--- src/rtl/ex_div_ctrl.sv ---
// ex_div_ctrl: iterative RV32M divide sequencer (DIV/DIVU/REM/REMU) for EX.
// Radix-2 restoring divider; stalls the pipe until a one-cycle done pulse.
// Ports: clk, rst (sync, active-high), req, div_op[1:0], a_in, b_in, flush
//        -> stall, busy, done, result (registered).
// Optional: define DIV_EARLY_OUT_EN to skip iteration when |a| < |b|.
module ex_div_ctrl #(
  parameter int XLEN  = 32,
  parameter int CNT_W = 6
) (
  input  logic            clk,
  input  logic            rst,
  input  logic            req,
  input  logic [1:0]      div_op,
  input  logic [XLEN-1:0] a_in,
  input  logic [XLEN-1:0] b_in,
  input  logic            flush,
  output logic            stall,
  output logic            busy,
  output logic            done,
  output logic [XLEN-1:0] result
);

  localparam logic [1:0] S_IDLE = 2'd0;
  localparam logic [1:0] S_CALC = 2'd1;
  localparam logic [1:0] S_SIGN = 2'd2;
  localparam logic [1:0] S_DONE = 2'd3;

  localparam logic [XLEN-1:0] MIN_NEG = {1'b1, {(XLEN-1){1'b0}}};

  logic [1:0]       state;
  logic             sel_rem;
  logic             neg_q;
  logic             neg_r;
  logic [XLEN-1:0]  b_q;
  logic [XLEN-1:0]  quo;
  logic [XLEN-1:0]  rem;
  logic [CNT_W-1:0] cnt;

  logic             is_signed;
  logic             a_neg;
  logic             b_neg;
  logic [XLEN-1:0]  a_abs;
  logic [XLEN-1:0]  b_abs;
  logic             b_zero;
  logic             ovf;
  logic             special;
  logic [XLEN-1:0]  spec_res;
  logic             early;
  logic [XLEN:0]    r_sh;
  logic [XLEN:0]    diff;
  logic [XLEN-1:0]  q_fin;
  logic [XLEN-1:0]  r_fin;

  assign is_signed = ~div_op[0];
  assign a_neg     = is_signed & a_in[XLEN-1];
  assign b_neg     = is_signed & b_in[XLEN-1];
  assign a_abs     = a_neg ? -a_in : a_in;
  assign b_abs     = b_neg ? -b_in : b_in;

  assign b_zero  = (b_in == '0);
  assign ovf     = is_signed & (a_in == MIN_NEG) & (b_in == '1);
  assign special = b_zero | ovf;

  // div-by-zero: q = all ones, r = a; overflow: q = MIN_NEG, r = 0
  always_comb begin
    spec_res = '0;
    if (b_zero)
      spec_res = div_op[1] ? a_in : '1;
    else
      spec_res = div_op[1] ? '0 : MIN_NEG;
  end

`ifdef DIV_EARLY_OUT_EN
  assign early = (a_abs < b_abs);
`else
  assign early = 1'b0;
`endif

  // shift {rem, quo} left by one, then trial-subtract the divisor
  assign r_sh = {rem, quo[XLEN-1]};
  assign diff = r_sh - {1'b0, b_q};

  assign q_fin = neg_q ? -quo : quo;
  assign r_fin = neg_r ? -rem : rem;

  always_ff @(posedge clk) begin
    if (rst) begin
      state   <= S_IDLE;
      sel_rem <= 1'b0;
      neg_q   <= 1'b0;
      neg_r   <= 1'b0;
      b_q     <= '0;
      quo     <= '0;
      rem     <= '0;
      cnt     <= '0;
      result  <= '0;
    end else if (flush) begin
      state <= S_IDLE;
    end else begin
      unique case (state)
        S_IDLE: begin
          if (req) begin
            sel_rem <= div_op[1];
            neg_q   <= a_neg ^ b_neg;
            neg_r   <= a_neg;
            b_q     <= b_abs;
            cnt     <= '0;
            if (special) begin
              quo    <= a_abs;
              rem    <= '0;
              result <= spec_res;
              state  <= S_DONE;
            end else if (early) begin
              quo   <= '0;
              rem   <= a_abs;
              state <= S_SIGN;
            end else begin
              quo   <= a_abs;
              rem   <= '0;
              state <= S_CALC;
            end
          end
        end
        S_CALC: begin
          if (!diff[XLEN]) begin
            rem <= diff[XLEN-1:0];
            quo <= {quo[XLEN-2:0], 1'b1};
          end else begin
            rem <= r_sh[XLEN-1:0];
            quo <= {quo[XLEN-2:0], 1'b0};
          end
          cnt <= cnt + 1'b1;
          if (cnt == CNT_W'(XLEN-1))
            state <= S_SIGN;
        end
        S_SIGN: begin
          result <= sel_rem ? r_fin : q_fin;
          state  <= S_DONE;
        end
        S_DONE: begin
          state <= S_IDLE;
        end
        default: state <= S_IDLE;
      endcase
    end
  end

  assign busy  = (state != S_IDLE);
  assign done  = (state == S_DONE);
  assign stall = req & ~done & ~rst;

endmodule

--- config.mk ---
export PLATFORM = sky130hd
export DESIGN_NAME = ex_div_ctrl
export DESIGN_NICKNAME = d
export VERILOG_FILES = /design/src/rtl/ex_div_ctrl.sv
export SDC_FILE = /design/constraint.sdc
export NUM_CORES = 1
export LEC_CHECK = 0
export ABC_AREA = 1
export CAP_MARGIN = 5
export CORE_MARGIN = 1
export CORE_UTILIZATION = 55
export CTS_CLUSTER_SIZE = 20
export DETAILED_ROUTE_END_ITERATION = 6
export PLACE_DENSITY = 0.75
export REMOVE_ABC_BUFFERS = 1
export SLEW_MARGIN = 20
export SYNTH_ARGS = -nofsm -noshare
export SYNTH_HDL_FRONTEND = slang
export SYNTH_SLANG_ARGS = --single-unit
--- constraint.sdc ---
create_clock -name clk -period 2.4 [get_ports clk]
set_clock_uncertainty 0.15 [all_clocks]
set_input_delay 0.36 -clock clk [delete_from_list [all_inputs] [get_ports clk]]
set_output_delay 0.36 -clock clk [all_outputs]
set_load 0.02 [all_outputs]
==> flow_summary.html, run 1 <==
<table>
<tr><th>Metric</th><th>Value</th></tr>
<tr><th colspan="2">Final layout</th></tr>
<tr><td>Inserted Diodes</td><td>0</td></tr>
<tr><td>Area growth from synthesis to final layout</td><td>34.1%</td></tr>
<tr><td>Proportion of layout cells with a drive suffix above 1</td><td>0.173</td></tr>
<tr><td>Fin nets</td><td>2775</td></tr>
<tr><td>Final std cells w/o fill</td><td>2994</td></tr>
<tr><th colspan="2">STA</th></tr>
<tr><td>Slew of the pin with the lowest slew margin</td><td>0.564 ns</td></tr>
<tr><td>Hold Fails Final Rpt</td><td>0</td></tr>
<tr><td>Highest clock frequency the design can meet</td><td>401 MHz</td></tr>
<tr><td>Relative max-transition margin</td><td>0.624</td></tr>
<tr><td>Shortest period the worst path allows</td><td>2.50 ns</td></tr>
<tr><td>RSZ-0062 raised after global routing</td><td>true</td></tr>
<tr><td>Final-report setup violation count</td><td>10</td></tr>
<tr><td>Slack of the critical path</td><td>-0.0951 ns</td></tr>
<tr><td>Final Cycle Share</td><td>1.04</td></tr>
<tr><td>Count of final max-slew check failures</td><td>0</td></tr>
<tr><th colspan="2">Synth</th></tr>
<tr><td>Per-instance average area after synthesis</td><td>5.60 um2</td></tr>
<tr><td>Area of the mapped netlist</td><td>0.0131 mm2</td></tr>
<tr><td>Arithmetic-cell share of the synthesized area counting full adders, half adders and majority gates</td><td>0.0415</td></tr>
<tr><td>Share of cell area taken by muxes after synthesis</td><td>0</td></tr>
<tr><td>Count of flip-flops with a built-in enable after synthesis</td><td>0</td></tr>
<tr><td>Number of storage elements in the synthesis netlist</td><td>139</td></tr>
<tr><td>Combinational family with the most area after synthesis</td><td>simple AND/OR/NAND/NOR gates</td></tr>
<tr><td>Synthesized instance count</td><td>2348</td></tr>
<tr><td>Synthesized-area fraction occupied by and/or/nand/nor cells</td><td>0.413</td></tr>
<tr><td>Synth async-reset ratio</td><td>0</td></tr>
<tr><td>Main synth FF type</td><td>sky130_fd_sc_hd__dfxtp_1</td></tr>
<tr><td>Sequential fraction of the synthesis area</td><td>0.212</td></tr>
<tr><td>Number of library cell types mapped by synthesis</td><td>47</td></tr>
<tr><td>Area fraction in compound gates after synthesis</td><td>0.173</td></tr>
<tr><td>Post-synthesis share of cell area spent on xor and xnor gates</td><td>0.0280</td></tr>
<tr><td>Number of warning messages in the yosys log</td><td>0</td></tr>
<tr><th colspan="2">Detailed routing</th></tr>
<tr><td>Post-detailed-route DRC marker count</td><td>0</td></tr>
<tr><td>Via count</td><td>17.1k</td></tr>
<tr><td>WL final</td><td>50400 um</td></tr>
<tr><td>Number of DRC violations after detailed-routing iteration 0</td><td>1957</td></tr>
<tr><td>Drt pass-1 iters</td><td>6</td></tr>
<tr><td>Average routed wire per standard cell</td><td>16.8 um</td></tr>
<tr><td>Detail-routed via count per cell</td><td>5.72</td></tr>
<tr><td>Final ANT Viol Nets</td><td>0</td></tr>
<tr><th colspan="2">Critical path</th></tr>
<tr><td>Data required time of the critical path</td><td>2.60 ns</td></tr>
<tr><td>Critical path class</td><td>register to register</td></tr>
<tr><td>Category of cells accounting for the largest share of critical-path delay</td><td>simple AND/OR/NAND/NOR gates</td></tr>
<tr><td>Count of buffering cells on the critical path with inverters included</td><td>3</td></tr>
<tr><td>Worst path slowest cell</td><td>sky130_fd_sc_hd__dfxtp_2</td></tr>
<tr><td>Startpoint of the most critical register-to-register path</td><td>b_q[4]$_SDFFE_PP0P_</td></tr>
<tr><td>Cell-by-cell trace of the critical path</td><td>inv_1 &gt; ha_1 &gt; nand2_1 &gt; nand2_1 &gt; a21oi_2 &gt; nand2_2 &gt; nand2_2 &gt; nand2_4 &gt; nand2_4 &gt; nand2_4 &gt; nand2_4 &gt; nand2_4 &gt; buf_12 &gt; buf_16 &gt; nand2_1 &gt; nand3_1 &gt; a21oi_2</td></tr>
<tr><td>Critical register-to-register path endpoint</td><td>rem[18]$_SDFFE_PP0P_</td></tr>
<tr><td>Worst Reg2Reg Path Length in Cells</td><td>17</td></tr>
<tr><td>Arrival time of data at the critical path endpoint</td><td>2.70 ns</td></tr>
<tr><td>Worst setup slack for register-to-register paths</td><td>-0.1 ns</td></tr>
<tr><td>Worst stage delay on the critical path</td><td>0.40 ns</td></tr>
<tr><td>Startpoint Class</td><td>register</td></tr>
<tr><td>Crit-path max FO</td><td>8</td></tr>
<tr><td>Most frequent cell on the critical path</td><td>sky130_fd_sc_hd__nand2_4</td></tr>
<tr><td>Crit end category</td><td>register</td></tr>
<tr><th colspan="2">Pwr</th></tr>
<tr><td>Switching share of power</td><td>0.372</td></tr>
<tr><td>Switching power summed over all nets</td><td>2.96 mW</td></tr>
<tr><td>Internal Pwr Total</td><td>5.00 mW</td></tr>
<tr><td>Maximum ir drop on the vdd rail</td><td>344 uV</td></tr>
<tr><td>Power share of the sequential group</td><td>0.319</td></tr>
<tr><td>Power per cell area</td><td>452 mW/mm2</td></tr>
<tr><td>Fraction of power consumed by combinational cells</td><td>0.346</td></tr>
<tr><td>Clock power frac</td><td>0.335</td></tr>
<tr><td>Static power due to leakage</td><td>8.73 nW</td></tr>
<tr><td>Total power consumption of the routed design</td><td>7.97 mW</td></tr>
<tr><th colspan="2">CTS</th></tr>
<tr><td>Clock tree buffer depth</td><td>2</td></tr>
<tr><td>Clock-pin transition on the worst setup and hold timing paths</td><td>0.07 ns</td></tr>
<tr><td>Clk Latency, worst-skew pair</td><td>0.44 ns</td></tr>
<tr><td>Clock buffer count from CTS</td><td>17</td></tr>
<tr><td>CTS Root Cell</td><td>sky130_fd_sc_hd__clkbuf_16</td></tr>
<tr><td>Number of sinks handled by clock tree synthesis</td><td>139</td></tr>
<tr><td>TritonCTS clock tree</td><td>done</td></tr>
<tr><td>Htree depth</td><td>4</td></tr>
<tr><th colspan="2">Status</th></tr>
<tr><td>Violated checks</td><td>setup timing</td></tr>
<tr><td>Run status</td><td>finished with violations</td></tr>
<tr><th colspan="2">Floorplanning</th></tr>
<tr><td>Core Region</td><td>0.0235 mm2</td></tr>
<tr><td>Initial cell density of the core</td><td>0.560</td></tr>
<tr><td>Num ports</td><td>105</td></tr>
<tr><td>Area enclosed by the die boundary</td><td>0.0245 mm2</td></tr>
<tr><td>FP Rows</td><td>56</td></tr>
<tr><td>Die Span Y</td><td>157 um</td></tr>
<tr><td>Overall die width</td><td>157 um</td></tr>
<tr><th colspan="2">GRT</th></tr>
<tr><td>Total GRT Usage</td><td>0.400</td></tr>
<tr><td>First-pass GRT wire length</td><td>76500 um</td></tr>
<tr><td>Maximum number of pins on one net before global-route repair</td><td>44</td></tr>
<tr><td>Initial antenna violation count</td><td>1</td></tr>
<tr><td>Via count of the first global-routing pass</td><td>15.0k</td></tr>
<tr><td>Grt total ovfl</td><td>0</td></tr>
<tr><th colspan="2">Hold path</th></tr>
<tr><td>Worst Min Path Start</td><td>result[4]$_SDFFE_PP0P_</td></tr>
<tr><td>Worst hold stages</td><td>2</td></tr>
<tr><td>Endpoint with the worst hold slack</td><td>result[4]$_SDFFE_PP0P_</td></tr>
<tr><td>Path class of the lowest-slack min-delay path</td><td>register to register</td></tr>
<tr><th colspan="2">Placed design</th></tr>
<tr><td>Count of port buffers added during placement</td><td>104</td></tr>
<tr><td>Placer's final routability congestion estimate</td><td>1.00</td></tr>
<tr><td>Placed wire-length estimate after detailed placement</td><td>38700 um</td></tr>
<tr><td>Worst setup slack after placement</td><td>-0.449 ns</td></tr>
<tr><td>Cells after DPL</td><td>2951</td></tr>
<tr><th colspan="2">Flow run</th></tr>
<tr><td>Max-cap violations</td><td>0</td></tr>
</table>
==> tightest hold or removal path: cells and delay by family, from the launching register on <==
| family | cells | cell delay, ns |
|---|---|---|
| DFF | 1 | 0.31 |
| AOI/OAI and AO/OA | 1 | 0.05 |
| and+or+nand+nor | 1 | 0.06 |
==> flip-flops by register name (all words and copies together) (netlist names), 2 cells and up <==
signal,flops
cnt,6
result,32
state,2
b_q,32
rem,32
quo,32
==> area by class of cell <==
type / count / area (um2)
multi-input combinational: 1761 / 9130
fill: 1992 / 5850
timing repair buffer: 387 / 3380
inverter: 356 / 1340
tap: 319 / 399
sequential: 139 / 2800
clock inverter: 14 / 133
clock buffer: 18 / 439
==> layout by cell type, fill, tap and decap left out, drive strengths merged <==
cell and count:
o22ai 6, nand3 248, o211ai 15, nor3 27
bufinv 1, nor2 248, a41oi 1, a211oi 2
nor3b 2, dlygate4sd2 1, ha 42, clkdlybuf4s50 101
dlymetal6s2s 1, o221ai 5, nor4 2, nand4 50
o21ai 204, or2 6, inv 360, a21o 2
clkinv 4, buf 282, nand3b 13, o21bai 8
a221oi 1, nand2 649, xor2 25, o31ai 1
fa 1, a21oi 175, and2 5, a31oi 5
clkinvlp 5, a21boi 1, dfxtp 139, xnor2 17
clkbuf 20
==> repair_timing <==
item	4_1_cts	5_1_grt
pin swaps	3	11
setup buffers	5	5
resized for setup	44	85
cloned	1	2
endpoints found under the setup margin	35	68
hold endpoints to repair	0	0
hold buffers	0	0
==> kinds of logic after synthesis <==
group	Yosys count
AOI/OAI and AO/OA	426
xor gates and xnor gates	42
adders and majority gates	43
buffers and inverters	448
DFF	139
and+or+nand+nor	1250
==> cells in the mapped netlist (all sizes together), types with 5 or more instances <==
master,n,area share
a21oi,175,0.068
a31oi,5,0.0024
and2,5,0.0024
buf,34,0.015
clkbuf,58,0.017
dfxtp,139,0.21
ha,42,0.040
inv,354,0.10
nand2,649,0.19
nand3,248,0.10
nand3b,13,0.0074
nand4,50,0.024
nor2,248,0.073
nor3,27,0.011
o211ai,15,0.0086
o21ai,204,0.078
o21bai,8,0.0046
o221ai,5,0.0033
o22ai,6,0.0029
or2,6,0.0029
xnor2,17,0.011
xor2,25,0.017
==> layer usage <==
layer | part of all wire | global-route usage | routed length [um]
met5 | 0.00016 | 0 | 8
met4 | 0.040 | 0.158 | 2020
met1 | 0.42 | 0.548 | 21100
met2 | 0.44 | 0.622 | 22000
met3 | 0.10 | 0.0698 | 5230
==> worst max-delay path by stage <==
stage | start | endpoint | slack, ns | cells after the start
after floorplan | state[1]$_SDFFE_PP0P_ | quo[13]$_SDFFE_PP0P_ | -3.33 | 9
after global placement | b_in[0] | result[25]$_SDFFE_PP0P_ | -0.35 | 13
after detailed placement | b_in[0] | result[25]$_SDFFE_PP0P_ | -0.45 | 13
after CTS | quo[31]$_SDFFE_PP0P_ | rem[31]$_SDFFE_PP0P_ | -0.05 | 18
after global routing | quo[31]$_SDFFE_PP0P_ | rem[18]$_SDFFE_PP0P_ | -0.16 | 19
final | b_q[4]$_SDFFE_PP0P_ | rem[18]$_SDFFE_PP0P_ | -0.1 | 17
==> per-stage QoR <==
step           hold slack, ns  TNS, ns  utilization  instance area, um2
2_1_floorplan           0.272  -182.68            -               12700
3_3_place_gp            0.306   -11.07        0.696               16300
3_5_place_dp            0.314   -17.12        0.696               16300
4_1_cts                 0.326   -0.529        0.735               17200
5_1_grt                 0.345    -3.10        0.751               17600
6_report                0.326   -0.425        0.751               17600
==> power by group through the flow <==
| stage | registers, mW | clock network [mW] | logic, mW |
|---|---|---|---|
| floorplan | 2.58 | 0 | 1.35 |
| global placement | 2.57 | 0 | 2.48 |
| detailed placement | 2.58 | 0 | 2.52 |
| CTS | 2.53 | 2.65 | 2.60 |
| global route | 2.55 | 2.75 | 2.98 |
| finish | 2.54 | 2.67 | 2.76 |
No activity file was read; power rests on OpenSTA's default activity.
==> run 2, diff against run 1 <==
--- a/config.mk
+++ b/config.mk
@@ -6,7 +6,7 @@
 export NUM_CORES = 1
 export LEC_CHECK = 0
 export ABC_AREA = 1
-export CAP_MARGIN = 5
+export CAP_MARGIN = 20
 export CORE_MARGIN = 1
 export CORE_UTILIZATION = 55
 export CTS_CLUSTER_SIZE = 20
==> results of run 2 <==
Final layout, timing and power as in run 1 (identical DEF).
